$ cat config.mk
export PLATFORM = sky130hd
export DESIGN_NAME = rgb_led_scheduler_flat
export DESIGN_NICKNAME = d
export VERILOG_FILES = /design/src/rtl/rgb_led_scheduler_pkg.sv /design/src/rtl/rgb_led_scheduler_if.sv /design/src/rtl/rgb_led_scheduler_rr_arbiter.sv /design/src/rtl/rgb_led_scheduler.sv /design/src/flat_wrapper.sv
export SDC_FILE = /design/constraint.sdc
export NUM_CORES = 1
export LEC_CHECK = 0
export ABC_AREA = 1
export CORE_ASPECT_RATIO = 1.2
export CORE_UTILIZATION = 45
export CTS_CLUSTER_SIZE = 14
export DETAILED_ROUTE_END_ITERATION = 6
export PLACE_DENSITY = 0.7
export SLEW_MARGIN = 20
export SYNTH_ARGS = -nofsm -noshare
export SYNTH_HDL_FRONTEND = slang
export SYNTH_HIERARCHICAL = 1
export SYNTH_SLANG_ARGS = --single-unit
export TNS_END_PERCENT = 20
$ cat constraint.sdc
create_clock -name sysClk -period 1.9 [get_ports sysClk]
set_input_delay 0.19 -clock sysClk [delete_from_list [all_inputs] [get_ports sysClk]]
set_output_delay 0.19 -clock sysClk [all_outputs]
set_load 0.005 [all_outputs]
$ cat src/rtl/rgb_led_scheduler_pkg.sv
// rgb_led_scheduler_pkg: shared state encoding, colour constants and width helper
package rgb_led_scheduler_pkg;
  typedef enum logic [1:0] {IDLE = 2'd0, HOLD = 2'd1, GAP = 2'd2} state_e;
  localparam logic [2:0] OFF   = 3'b000;
  localparam logic [2:0] RED   = 3'b100;
  localparam logic [2:0] GREEN = 3'b010;
  localparam logic [2:0] BLUE  = 3'b001;
  function automatic int clog2(input int v);
    int r;
    r = 0;
    while ((1 << r) < v) r++;
    return r;
  endfunction
endpackage

$ cat src/rtl/rgb_led_scheduler_if.sv
// rgb_led_scheduler_if: requester bundle in, grant and LED pins out
interface rgb_led_scheduler_if
  import rgb_led_scheduler_pkg::*;
#(
  parameter int N_REQ = 4,
  parameter int PWM_W = 8
);
  logic [N_REQ-1:0]        req;
  logic [3*N_REQ-1:0]      color;
  logic [PWM_W-1:0]        duty;
  logic [N_REQ-1:0]        grant;
  logic [clog2(N_REQ)-1:0] grantIdx;
  logic                    busy;
  logic [2:0]              ledRGB;
  modport master (output req, color, duty, input grant, grantIdx, busy, ledRGB);
  modport slave  (input req, color, duty, output grant, grantIdx, busy, ledRGB);
endinterface

$ cat src/rtl/rgb_led_scheduler_rr_arbiter.sv
// rr_arbiter: combinational round-robin pick, first set req at or above rr_ptr with wrap
module rr_arbiter
  import rgb_led_scheduler_pkg::*;
#(
  parameter int N_REQ = 4,
  localparam int IW = clog2(N_REQ)
) (
  input  logic [N_REQ-1:0] req,
  input  logic [IW-1:0]    rr_ptr,
  output logic [IW-1:0]    winner,
  output logic             any_req
);
  // scan from farthest to nearest so the closest request to rr_ptr wins
  always_comb begin
    winner = '0;
    for (int i = N_REQ - 1; i >= 0; i--)
      if (req[(int'(rr_ptr) + i) % N_REQ]) winner = IW'((int'(rr_ptr) + i) % N_REQ);
    any_req = |req;
  end
endmodule

$ cat src/rtl/rgb_led_scheduler.sv
// rgb_led_scheduler: time-shares one RGB LED between requesters with dwell, gap and PWM dimming
module rgb_led_scheduler
  import rgb_led_scheduler_pkg::*;
#(
  parameter int N_REQ   = 4,
  parameter int DWELL   = 10_000_000,
  parameter int DWELL_W = 24,
  parameter int PWM_W   = 8
) (
  input logic             sysClk,
  input logic             sysRst,
  rgb_led_scheduler_if.slave bus
);
  localparam int IW = clog2(N_REQ);
  state_e             state_q, state_d;
  logic [N_REQ-1:0]   grant_q, grant_d;
  logic [IW-1:0]      idx_q, idx_d, ptr_q, ptr_d, winner;
  logic               busy_q, busy_d, any_req, leave;
  logic [DWELL_W-1:0] dwell_q, dwell_d;
  logic [PWM_W-1:0]   pwm_q, pwm_d;
  logic [2:0]         led_q, led_d;
  rr_arbiter #(.N_REQ(N_REQ)) u_arb (
    .req    (bus.req),
    .rr_ptr (ptr_q),
    .winner (winner),
    .any_req(any_req)
  );
  // a dropped request and an expired dwell on the same cycle collapse into one exit
  always_comb begin
    leave   = state_q == HOLD && (!bus.req[idx_q] || dwell_q == DWELL_W'(DWELL - 1));
    state_d = state_q == HOLD ? (leave ? GAP : HOLD) : (any_req ? HOLD : IDLE);
    grant_d = state_q == HOLD ? (leave ? '0 : grant_q) : (any_req ? N_REQ'(1) << winner : '0);
    idx_d   = state_q != HOLD && any_req ? winner : idx_q;
    busy_d  = state_d == HOLD;
    dwell_d = state_q == HOLD && !leave ? dwell_q + 1'b1 : '0;
    ptr_d   = leave ? (idx_q == IW'(N_REQ - 1) ? '0 : idx_q + 1'b1) : ptr_q;
    pwm_d   = pwm_q + 1'b1;
    // keyed on the next state so the pins go dark exactly on the GAP cycle
    led_d   = state_d == HOLD ? bus.color[3*idx_d +: 3] & {3{pwm_q < bus.duty}} : OFF;
  end
  always_ff @(posedge sysClk or posedge sysRst)
    if (sysRst) begin
      state_q <= IDLE;
      grant_q <= '0;
      idx_q   <= '0;
      ptr_q   <= '0;
      busy_q  <= 1'b0;
      dwell_q <= '0;
      pwm_q   <= '0;
      led_q   <= OFF;
    end else begin
      state_q <= state_d;
      grant_q <= grant_d;
      idx_q   <= idx_d;
      ptr_q   <= ptr_d;
      busy_q  <= busy_d;
      dwell_q <= dwell_d;
      pwm_q   <= pwm_d;
      led_q   <= led_d;
    end
  assign bus.grant    = grant_q;
  assign bus.grantIdx = idx_q;
  assign bus.busy     = busy_q;
  assign bus.ledRGB   = led_q;
endmodule

$ cat src/flat_wrapper.sv
// flat-port wrapper written by rule: the top's interface ports become plain ports
module rgb_led_scheduler_flat import rgb_led_scheduler_pkg::*;
#(
  parameter int N_REQ   = 4,
  parameter int DWELL   = 10_000_000,
  parameter int DWELL_W = 24,
  parameter int PWM_W   = 8
)
  (sysClk, sysRst, bus_req, bus_color, bus_duty, bus_grant, bus_grantIdx, bus_busy, bus_ledRGB);
  rgb_led_scheduler_if #(.N_REQ(N_REQ), .PWM_W(PWM_W)) bus_i ();
  input logic sysClk;
  input logic sysRst;
  input wire logic [$bits(bus_i.req)-1:0] bus_req;
  input wire logic [$bits(bus_i.color)-1:0] bus_color;
  input wire logic [$bits(bus_i.duty)-1:0] bus_duty;
  output wire logic [$bits(bus_i.grant)-1:0] bus_grant;
  output wire logic [$bits(bus_i.grantIdx)-1:0] bus_grantIdx;
  output wire logic [$bits(bus_i.busy)-1:0] bus_busy;
  output wire logic [$bits(bus_i.ledRGB)-1:0] bus_ledRGB;
  assign bus_i.req = bus_req;
  assign bus_i.color = bus_color;
  assign bus_i.duty = bus_duty;
  assign bus_grant = bus_i.grant;
  assign bus_grantIdx = bus_i.grantIdx;
  assign bus_busy = bus_i.busy;
  assign bus_ledRGB = bus_i.ledRGB;
  rgb_led_scheduler #(.N_REQ(N_REQ), .DWELL(DWELL), .DWELL_W(DWELL_W), .PWM_W(PWM_W)) u_core (.sysClk(sysClk), .sysRst(sysRst), .bus(bus_i));
endmodule
# Word level (Yosys, flattened, before mapping)
# Index checks and enable logic that the tools add are counted.
# classes
bitwise,4
reduce_logical,10
n_div,0
n_addsub,6
shifts,2
mul,1
n_mux,27
n_eq_ne,6
order_cmp,6
# op_table
op,n
"24-bit by 1-bit adder with 24-bit output, second input constant",1
"24-bit equality test, second input constant",1
24-bit 2-to-1 mux,1
2-bit 2-to-1 mux,8
"3-bit by 4-bit < comparator with 1-bit output, second input constant",3
4-bit 2-to-1 mux,3
12-bit by 5-bit indexed part select with 3-bit output,1
1-bit binary-select mux with 2-bit select,5
1-bit 2-to-1 mux,9
"8-bit by 1-bit adder with 8-bit output, second input constant",1
8-bit < comparator,1
"2-bit by 3-bit < comparator with 1-bit output, second input constant",2
2-bit OR reduction,3
"2-bit by 1-bit adder with 2-bit output, second input constant",2
"2-bit adder, second input constant",2
"2-bit by 1-bit equality test with 1-bit output, second input constant",2
"2-bit by 2-bit multiplier with 4-bit output, first input constant",1
"2-bit by 1-bit != test with 1-bit output, second input constant",2
4-bit OR reduction,1
"1-bit by 2-bit << shifter with 4-bit output, first input constant",1
"1-bit bitwise AND, first input constant",3
3-bit bitwise AND,1
1-bit logical AND,3
3-bit 2-to-1 mux,1
other kinds (3),4
# totals
register_bits,46
latchBits,0
word_cells,70
mem_bits_rw,0
romBits,0
mem_count,0

# Longest topological paths before layout
# Gate-level depths: netlist of the first run.
# logic_depth
word_depth,15
depth_mapped,18
mapped_depth_nobuf,18

# Hierarchy
# The synthesis of the first run kept the hierarchy.
# by_module_without_submodules
module,instances,cells_per_inst,area_per_inst_um2
rgb_led_scheduler,1,358,2628.8
rr_arbiter,1,46,188.9

# Worst setup path before layout of the first run
# Ideal clock, no wire load.
# synth_timing
path_type,register -> register
from,register u_core.ptr_q[0]
to,"register u_core.led_q[0], in the netlist u_core/bus.ledRGB[0]"
path_slack_ns,0.095
arrival_time_ns,1.691
synth_period_minus_slack_ns,1.805
path_stages_with_launch,19
t_required_ns,1.785
setup_ns,0.115
cell_sequence,dfrtp_1 > inv_2 > nand2_1 > nand2_1 > nand2_2 > nand2_1 > nand2_1 > nand2_1 > nand2_1 > nand2_1 > inv_1 > inv_1 > nand3_1 > nand2_2 > nand2_1 > nand3_1 > nand2_1 > nand2_1 > nor2_1
# synth_between
elab_chain_len,13
elab_cells_between_ends,23
cone_classes,3 x add/sub; 1 x mul; 1 x shift; 17 x mux; 1 x bitwise
# synth_lines
item,line_no,source
start: declaration,rgb_led_scheduler.sv:17,"logic [IW-1:0] idx_q, idx_d, ptr_q, ptr_d, winner;"
start signal: assignment,rgb_led_scheduler.sv:55,ptr_q <= ptr_d;
2-bit adder,rgb_led_scheduler_rr_arbiter.sv:17,if (req[(int'(rr_ptr) + i) % N_REQ]) winner = IW'((int'(rr_ptr) + i) % N_REQ);
1-bit binary-select mux with 2-bit select,rgb_led_scheduler_rr_arbiter.sv:17,
1-bit 2-to-1 mux (implied by the code) (2 in series),rgb_led_scheduler_rr_arbiter.sv:17,
2-bit 2-to-1 mux (3 in series),rgb_led_scheduler_rr_arbiter.sv:17,
2-bit 2-to-1 mux (*),rgb_led_scheduler_rr_arbiter.sv:17,
net u_core.winner[0],rgb_led_scheduler.sv:17,
2-bit 2-to-1 mux (*),rgb_led_scheduler.sv:33,idx_d = state_q != HOLD && any_req ? winner : idx_q;
2-bit by 2-bit multiplier with 4-bit output (*),rgb_led_scheduler.sv:39,led_d = state_d == HOLD ? bus.color[3*idx_d +: 3] & {3{pwm_q < bus.duty}} : OFF;
12-bit by 5-bit indexed part select with 3-bit output (*),rgb_led_scheduler.sv:39,
3-bit bitwise AND (*),rgb_led_scheduler.sv:39,
3-bit 2-to-1 mux (*),rgb_led_scheduler.sv:39,
net u_core.led_d[0],rgb_led_scheduler.sv:21,"logic [2:0] led_q, led_d;"
end signal: assignment,rgb_led_scheduler.sv:59,led_q <= led_d;
end: declaration,rgb_led_scheduler.sv:21,
# Mark *: on every way through the listed nets, which the timed path passes. The rest lies on a longest branch. The select of a mux whose other input is x is not followed.
# A chain may end at the register's enable or synchronous reset.

# Worst setup path after layout of the first run
# layout_timing
from,register u_core.ptr_q[0]
to,"register u_core.led_q[2], in the netlist u_core/bus.ledRGB[2]"
# Same word-level chain as after synthesis.

==> results of run 1 <==
==> kinds of logic (layout without fill, tap and decap cells) <==
| family | Yosys count | after routing | synth area share (%) |
|---|---|---|---|
| fa+ha+maj | 10 | 10 | 4.44 |
| flops | 45 | 45 | 40.0 |
| buf+inv | 78 | 139 | 10.9 |
| simple gates | 243 | 243 | 37.6 |
| xor+xnor | 15 | 15 | 4.66 |
| compound gates | 13 | 13 | 2.44 |
==> power by group <==
group / switching, mW / internal [mW] / leakage (nW)
Sequential: 0.109 / 1.09 / 0.594
Clock: 0.362 / 0.266 / 0.0447
Combinational: 1.17 / 0.949 / 1.17
Total: 1.64 / 2.31 / 1.81
==> flip-flops by register name (all words and copies together), names as in the netlist <==
| signal | flops |
|---|---|
| u_core/pwm_q | 8 |
| u_core/bus.grantIdx | 2 |
| u_core/bus.grant | 4 |
| u_core/ptr_q | 2 |
| u_core/state_q | 2 |
| u_core/dwell_q | 24 |
| u_core/bus.ledRGB | 3 |
==> metal layers <==
metal,vias to the layer above,routed length [um],track usage (%)
met5,-,0,0
met4,0,150,8.58
met3,13,327,4.56
met2,69,3350,37.8
met1,1236,2680,22.3
li1,1363,-,-
==> tightest hold or removal path, delay by kind of cell <==
family,cells,cell delay (ns)
buf+inv,3,0.92
==> final cells by class <==
cell class / count / share of cell area, %
multi-input combinational: 281 / 41.1
sequential: 45 / 31.1
timing repair buffer: 55 / 14.4
inverter: 76 / 8.01
tap: 82 / 2.83
clock buffer: 5 / 1.90
clock inverter: 3 / 0.691
==> cells in the final DEF, fill, tap and decap left out, drive strengths merged <==
cell	count
nand2	116
inv	76
nor2	64
dfrtp	45
nand3	41
clkdlybuf4s50	35
buf	20
xor2	13
nor3	12
ha	10
nand4	9
o21ai	9
clkbuf	5
a21oi	4
clkinv	2
xnor2	2
clkinvlp	1
and3	1
==> worst max-delay path by stage <==
stage	cells past startpoint	from	slack (ns)	to
global route	17	u_core/ptr_q[0]$_DFFE_PP0P_	-0.1	u_core/bus.ledRGB[2]$_DFF_PP0_
global placement	18	bus_req[3]	-0.21	u_core/bus.ledRGB[0]$_DFF_PP0_
CTS	18	u_core/ptr_q[0]$_DFFE_PP0P_	0.006	u_core/bus.ledRGB[1]$_DFF_PP0_
detailed placement	18	bus_req[1]	-0.28	u_core/bus.ledRGB[0]$_DFF_PP0_
finish	15	u_core/ptr_q[0]$_DFFE_PP0P_	0.05	u_core/bus.ledRGB[2]$_DFF_PP0_
floorplan	18	u_core/ptr_q[0]$_DFFE_PP0P_	0.09	u_core/bus.ledRGB[0]$_DFF_PP0_
==> what timing repair did <==
action / in CTS / in global routing
endpoints found under the setup margin: 4 / 6
resized for setup: 3 / 36
pin swaps: 1 / 13
buffers inserted: 0 / 4
==> through the flow <==
stage	area, um^2	TNS [ns]
2_1_floorplan	2820	0
3_3_place_gp	3380	-0.872
3_5_place_dp	3380	-1.21
4_1_cts	3490	0
5_1_grt	3620	-0.263
6_report	3620	0
==> results by group, run 1 <==
Clock network
  – H-tree depth: 2
  – TritonCTS buffer count: 5
  – CTS tree: done
  – Hold_buf cts: 0
  – Clk_lat worst skew: 0.31 ns
  – Clk buf depth: 2
  – CTS clk-pin slew, worst paths: 0.09 ns
  – Clk sinks: 45
  – Clk root buf: clkbuf_8

Drt
  – Post-route ant nets: 0
  – WL final: 6.51 mm
  – Wirelength per Cell: 11.9 um
  – First-pass DRT Iterations: 5
  – Vias per std cell: 4.90
  – DRC: 0
  – 1st-iter DRT viols: 97
  – Vias after detailed routing: 2681

Synthesis
  – FFs w/ async S/R, synth: 100%
  – EDFF count, synth: 0
  – Sequential share of the synthesized area: 40.0%
  – Distinct cells, synth: 21
  – Top cell type's share of synthesized area: between 30% and 40%
  – Cells after Synth: 404
  – Top FF cell, synth: dfrtp_1
  – Commonest cells post-synth: 111 x nand2_1, 73 x inv_1, 60 x nor2_1
  – Net count after synthesis: 440
  – Yosys reg bits: 45
  – Syn avg cell area: 6.97 um^2
  – Most common cell in the synthesized netlist: nand2_1
  – Post-Syn Area: 2820 um^2
  – Area leader, netlist: dfrtp_1
  – Synth area leaders: dfrtp_1 40%, nand2_1 15%, inv_1 9.7%
  – Synth warn: 6

Critical path
  – Worst path cell trace: buf_6, nand2_2, nand3_2, nand2_1, nand3_1, nand3_1, nand2_1, inv_1, nand3_2, nand2_2, buf_4, nand3_2, nand2_1, nand2_1, nor2_1
  – Reg2Reg Capture Point: u_core/bus.ledRGB[2]$_DFF_PP0_
  – Setup Crit Path Kind: flip-flop to flip-flop
  – Buf/Inv on CP: 3
  – Worst path top cell family by delay: simple AND/OR/NAND/NOR gates
  – FF-to-FF setup slack: 0.05 ns
  – Worst Path Required: 2.14 ns
  – CP endpoint kind: flip-flop
  – CP peak stage delay: between 0.4 and 0.5 ns
  – FF-to-FF Start: u_core/ptr_q[0]$_DFFE_PP0P_
  – CP max-delay cell: dfrtp_2
  – CP Launch Type: flip-flop
  – Worst path arrival time: 2.09 ns
  – CP Max Fanout: 7
  – Critical path's most frequent cell: nand2_1
  – Reg2Reg Depth: 15

Timing
  – Period utilization: between 90% and 100%
  – Final Setup Violations: 0
  – Clock Skews: approximately 0.0067 ns
  – Final max-slew violation count: 0
  – Post-Route Hold Slack: 0.338 ns
  – Final min period: 1.85 ns
  – Fin worst setup slack: 0.0513 ns
  – RSZ-0062 raised after global routing: yes
  – Final Hold Vio Count: 0
  – Max-slew headroom: 62.0%
  – Fmax: 541 MHz
  – Tightest Pin Transition: 0.570 ns

GRT
  – First-pass GRT wire length: 10.4 mm
  – Total gr overflow: 0
  – Initial antenna violation count: 0
  – Via count of the first global-routing pass: between 2000 and 3000
  – Largest net degree at the start of global routing: 46
  – Overall routing resource usage: slightly above 20%

Place
  – Port Buffers: 35
  – Placed cell count: 535
  – Pre-CTS setup slack: -0.281 ns
  – Post-DP HPWL: ~4.9 mm
  – Global placement routability congestion: 0.851

Floorplanning
  – Die height: 88.7 um
  – Die W: 74.2 um
  – Row cnt: 31
  – I/O pin count: 36
  – Core region area: approximately 6100 um^2
  – Initial Util: a little under half
  – Full die area: 6580 um^2

Final layout
  – FF+latch area: approximately 1100 um^2
  – # nets final: 500
  – P&R area growth vs syn: 28.6%
  – Multi-input gate area: about 1500 um^2
  – Filler cells: 585
  – Share of layout cells above drive strength 1: 16.8%
  – Final Util: 59.9%
  – Antenna Cells: 0
  – Post-route insts no fill: 547

Run
  – Max_cap viols: 0

Power and ir drop
  – Leakage power: 1.81 nW
  – Pwr per Cell Area: 1090 nW/um^2
  – Worst vdd ir: 871 uV
  – Total power draw: 3.95 mW

Run status
  – Status: finished, final reports clean

Hold path
  – Worst hold path type: input port to asynchronous set/reset pin
Power figures use the tool's default switching activity.
==> inputs of run 2 (changes only) <==
--- a/config.mk
+++ b/config.mk
@@ -5,12 +5,10 @@
 export SDC_FILE = /design/constraint.sdc
 export NUM_CORES = 1
 export LEC_CHECK = 0
-export ABC_AREA = 1
-export CORE_ASPECT_RATIO = 1.2
 export CORE_UTILIZATION = 45
 export CTS_CLUSTER_SIZE = 14
 export DETAILED_ROUTE_END_ITERATION = 6
-export PLACE_DENSITY = 0.7
+export PLACE_DENSITY_LB_ADDON = 0.05
 export SLEW_MARGIN = 20
 export SYNTH_ARGS = -nofsm -noshare
 export SYNTH_HDL_FRONTEND = slang
==> results by group, run 2 <==
Final layout
  – # nets final: 328 (was 500)
  – Filler cells: 459 (was 585)
  – Number of flip-flops in the largest register: 24 (unchanged)
  – Antenna Cells: 0 (unchanged)
  – Most frequent cells in the layout: 44 x dfrtp_1, 35 x clkdlybuf4s50_1, 23 x nor2_1 (was 94 x nand2_1, 68 x inv_1, 60 x nor2_1)
  – P&R area growth vs syn: 25.6% (was 28.6%)
  – FF+latch area: 1130 um^2 (unchanged)
  – Share of layout cells above drive strength 1: 17.1% (was 16.8%)
  – Final instance area: 3150 um^2 (was 3620 um^2)
  – Most common cell after layout, fill and taps aside: dfrtp_1 (was nand2_1)
  – Biggest register: u_core/dwell_q (unchanged)
  – Multi-input gate area: 1290 um^2 (was 1490 um^2)
  – Final Util: 60.2% (was 59.9%)

Timing
  – Final Hold Vio Count: 0 (unchanged)
  – Fmax: 569 MHz (was 541 MHz)
  – Setup TNS: 0 ns (unchanged)
  – Tightest Pin Transition: 0.437 ns (was 0.570 ns)
  – Final min period: 1.76 ns (was 1.85 ns)
  – Final Setup Violations: 0 (unchanged)
  – Max-slew headroom: 70.5% (was 62.0%)
  – Clock Skews: 0.00721 ns (was 0.00667 ns)
  – Period utilization: 92.5% (was 97.3%)
  – Post-Route Hold Slack: 0.197 ns (was 0.338 ns)
  – RSZ-0062 raised after global routing: no (was yes)
  – Fin worst setup slack: 0.142 ns (was 0.0513 ns)
  – Final max-slew violation count: 0 (unchanged)

Clock network
  – Clk root buf: clkbuf_8 (unchanged)
  – Clk_lat worst skew: 0.29 ns (was 0.31 ns)
  – CTS clk-pin slew, worst paths: 0.08 ns (was 0.09 ns)
  – H-tree depth: 2 (unchanged)
  – Clk sinks: 45 (unchanged)
  – TritonCTS buffer count: 5 (unchanged)
  – CTS tree: done (unchanged)
  – Clk buf depth: 2 (unchanged)
  – Buffer count from post-CTS setup fixing: 0 (unchanged)

Run
  – Max_cap viols: 0 (unchanged)

Synthesis
  – Synth warn: 6 (unchanged)
  – FFs w/ async S/R, synth: 100% (unchanged)
  – Commonest cells post-synth: 45 x dfrtp_1, 24 x nor2_1, 22 x nand2_1 (was 111 x nand2_1, 73 x inv_1, 60 x nor2_1)
  – Top cell type's share of synthesized area: 44.9% (was 40.0%)
  – EDFF count, synth: 0 (unchanged)
  – Yosys reg bits: 45 (unchanged)
  – Post-Syn Area: 2510 um^2 (was 2820 um^2)
  – Most common cell in the synthesized netlist: dfrtp_1 (was nand2_1)
  – Top FF cell, synth: dfrtp_1 (unchanged)
  – Synth area leaders: dfrtp_1 45%, mux4_2 5.4%, ha_1 5.0% (was dfrtp_1 40%, nand2_1 15%, inv_1 9.7%)
  – Net count after synthesis: 277 (was 440)
  – Syn avg cell area: 10.4 um^2 (was 6.97 um^2)
  – Distinct cells, synth: 46 (was 21)
  – Cells after Synth: 241 (was 404)
  – Area leader, netlist: dfrtp_1 (unchanged)
  – Sequential share of the synthesized area: 44.9% (was 40.0%)

Hold path
  – Worst hold path type: input port to asynchronous set/reset pin (unchanged)

Power and ir drop
  – Leakage power: 1.35 nW (was 1.81 nW)
  – Pwr per Cell Area: 984 nW/um^2 (was 1090 nW/um^2)
  – Worst vdd ir: 544 uV (was 871 uV)

Place
  – Port Buffers: 35 (unchanged)
  – Instance area at placement: 3030 um^2 (was 3380 um^2)
  – Global placement routability congestion: 0.779 (was 0.851)
  – Post-DP HPWL: 3.63 mm (was 4.87 mm)
  – Pre-CTS setup slack: -0.246 ns (was -0.281 ns)

GRT
  – Total gr overflow: 0 (unchanged)
  – Via count of the first global-routing pass: 1830 (was 2568)
  – Largest net degree at the start of global routing: 29 (was 46)
  – Overall routing resource usage: 17.7% (was 20.5%)
  – First-pass GRT wire length: 8.27 mm (was 10.4 mm)
  – Initial antenna violation count: 0 (unchanged)

Drt
  – DRC: 0 (unchanged)
  – Wirelength per Cell: 13.1 um (was 11.9 um)
  – Vias per std cell: 5.13 (was 4.90)
  – First-pass DRT Iterations: 4 (was 5)
  – 1st-iter DRT viols: 77 (was 97)
  – Post-route ant nets: 0 (unchanged)
  – Vias after detailed routing: 1858 (was 2681)
  – WL final: 4.74 mm (was 6.51 mm)

Floorplanning
  – Initial Util: 47.9% (was 46.6%)
  – Row cnt: 26 (was 31)
  – Core region area: 5240 um^2 (was 6050 um^2)
  – Die height: 76.7 um (was 88.7 um)
  – Die W: 76.7 um (was 74.2 um)
  – I/O pin count: 36 (unchanged)
  – Full die area: 5880 um^2 (was 6580 um^2)

Critical path
  – CP Launch Type: flip-flop (unchanged)
  – CP Max Fanout: 5 (was 7)
  – Worst Setup SP: u_core/ptr_q[1]$_DFFE_PP0P_ (was u_core/ptr_q[0]$_DFFE_PP0P_)
  – FF-to-FF Start: u_core/ptr_q[1]$_DFFE_PP0P_ (was u_core/ptr_q[0]$_DFFE_PP0P_)
  – Setup Crit Path Kind: flip-flop to flip-flop (unchanged)
  – FF-to-FF setup slack: 0.14 ns (was 0.05 ns)
  – Worst path top cell family by delay: compound AO/OA/AOI/OAI gates (was simple AND/OR/NAND/NOR gates)
  – Buf/Inv on CP: 1 (was 3)
  – CP peak stage delay: 0.41 ns (was 0.48 ns)
  – CP max-delay cell: dfrtp_1 (was dfrtp_2)
  – Worst path arrival time: 1.94 ns (was 2.09 ns)
  – Worst Path Required: 2.08 ns (was 2.14 ns)
  – CP endpoint kind: flip-flop (unchanged)
  – Worst path cell trace: buf_4, nand2b_1, a21oi_1, a211oi_2, a31o_2, mux4_2, nand2b_1, a21oi_1 (was buf_6, nand2_2, nand3_2, nand2_1, nand3_1, nand3_1, nand2_1, inv_1, nand3_2, nand2_2, buf_4, nand3_2, nand2_1, nand2_1, nor2_1)

Run status
  – Status: finished, final reports clean (unchanged)
-- run 2: cell types whose count changed in the layout (fill, tap and decap cells not counted), sizes merged, moves of 7 or more --
cell / delta
inv: -60
mux4: +7
nand2: -93
nand2b: +8
nand3: -29
nor2: -38
nor3: -10
xnor2: +11
-- run 2: cell families after synthesis --
logic type                 share of synthesized area, %
and+or+nand+nor                                    21.9
AOI/OAI and AO/OA                                  8.03
buffers and inverters                              4.49
DFF                                                44.9
muxes                                              8.03
xor gates and xnor gates                           7.68
adders and majority gates                          4.99
-- run 2: worst paths after layout --
kind / to / cells after the start
max in group asynchronous: u_core/ptr_q[0]$_DFFE_PP0P_ / 3
min in group sysClk: u_core/dwell_q[0]$_DFF_PP0_ / 1
min: u_core/pwm_q[3]$_DFF_PP0_ / 2
max reg2reg: u_core/bus.ledRGB[2]$_DFF_PP0_ / 8
max: u_core/bus.ledRGB[2]$_DFF_PP0_ / 8
min reg2reg: u_core/dwell_q[0]$_DFF_PP0_ / 1
-- run 2: report_power, final --
group          switching [mW]  internal [mW]  leakage (nW)
combinational           0.552          0.679         0.705
clock                   0.310          0.382        0.0540
sequential             0.0822           1.10         0.595
total                   0.944           2.16          1.35
-- run 2: cell type report --
class | instances | area share [%]
Timing Repair Buffer | 51 | 15.3
Multi-Input combinational cell | 173 | 41.0
Sequential cell | 45 | 35.8
Clock buffer | 5 | 2.18
Inverter | 16 | 1.90
Clock inverter | 2 | 1.11
Tap cell | 70 | 2.78
-- run 2: per-layer routing --
layer | GRT usage, % | wire (um) | vias up
met2 | 29.0 | 2230 | 35
met5 | 0 | 0 | -
met1 | 23.6 | 2300 | 873
met3 | 3.21 | 157 | 6
met4 | 5.77 | 63 | 0
li1 | - | - | 944
-- run 2: through the flow --
step	std cells	total power [mW]
floorplan	241	1.96
global placement	355	2.42
detailed placement	355	2.43
CTS	362	3.13
global route	362	3.31
finish	362	3.10
-- run 2: timing repair --
item,4_1_cts,5_1_grt
endpoints found under the hold margin,0,0
resized for setup,0,6
setup endpoints to repair,0,4
hold buffers,0,0
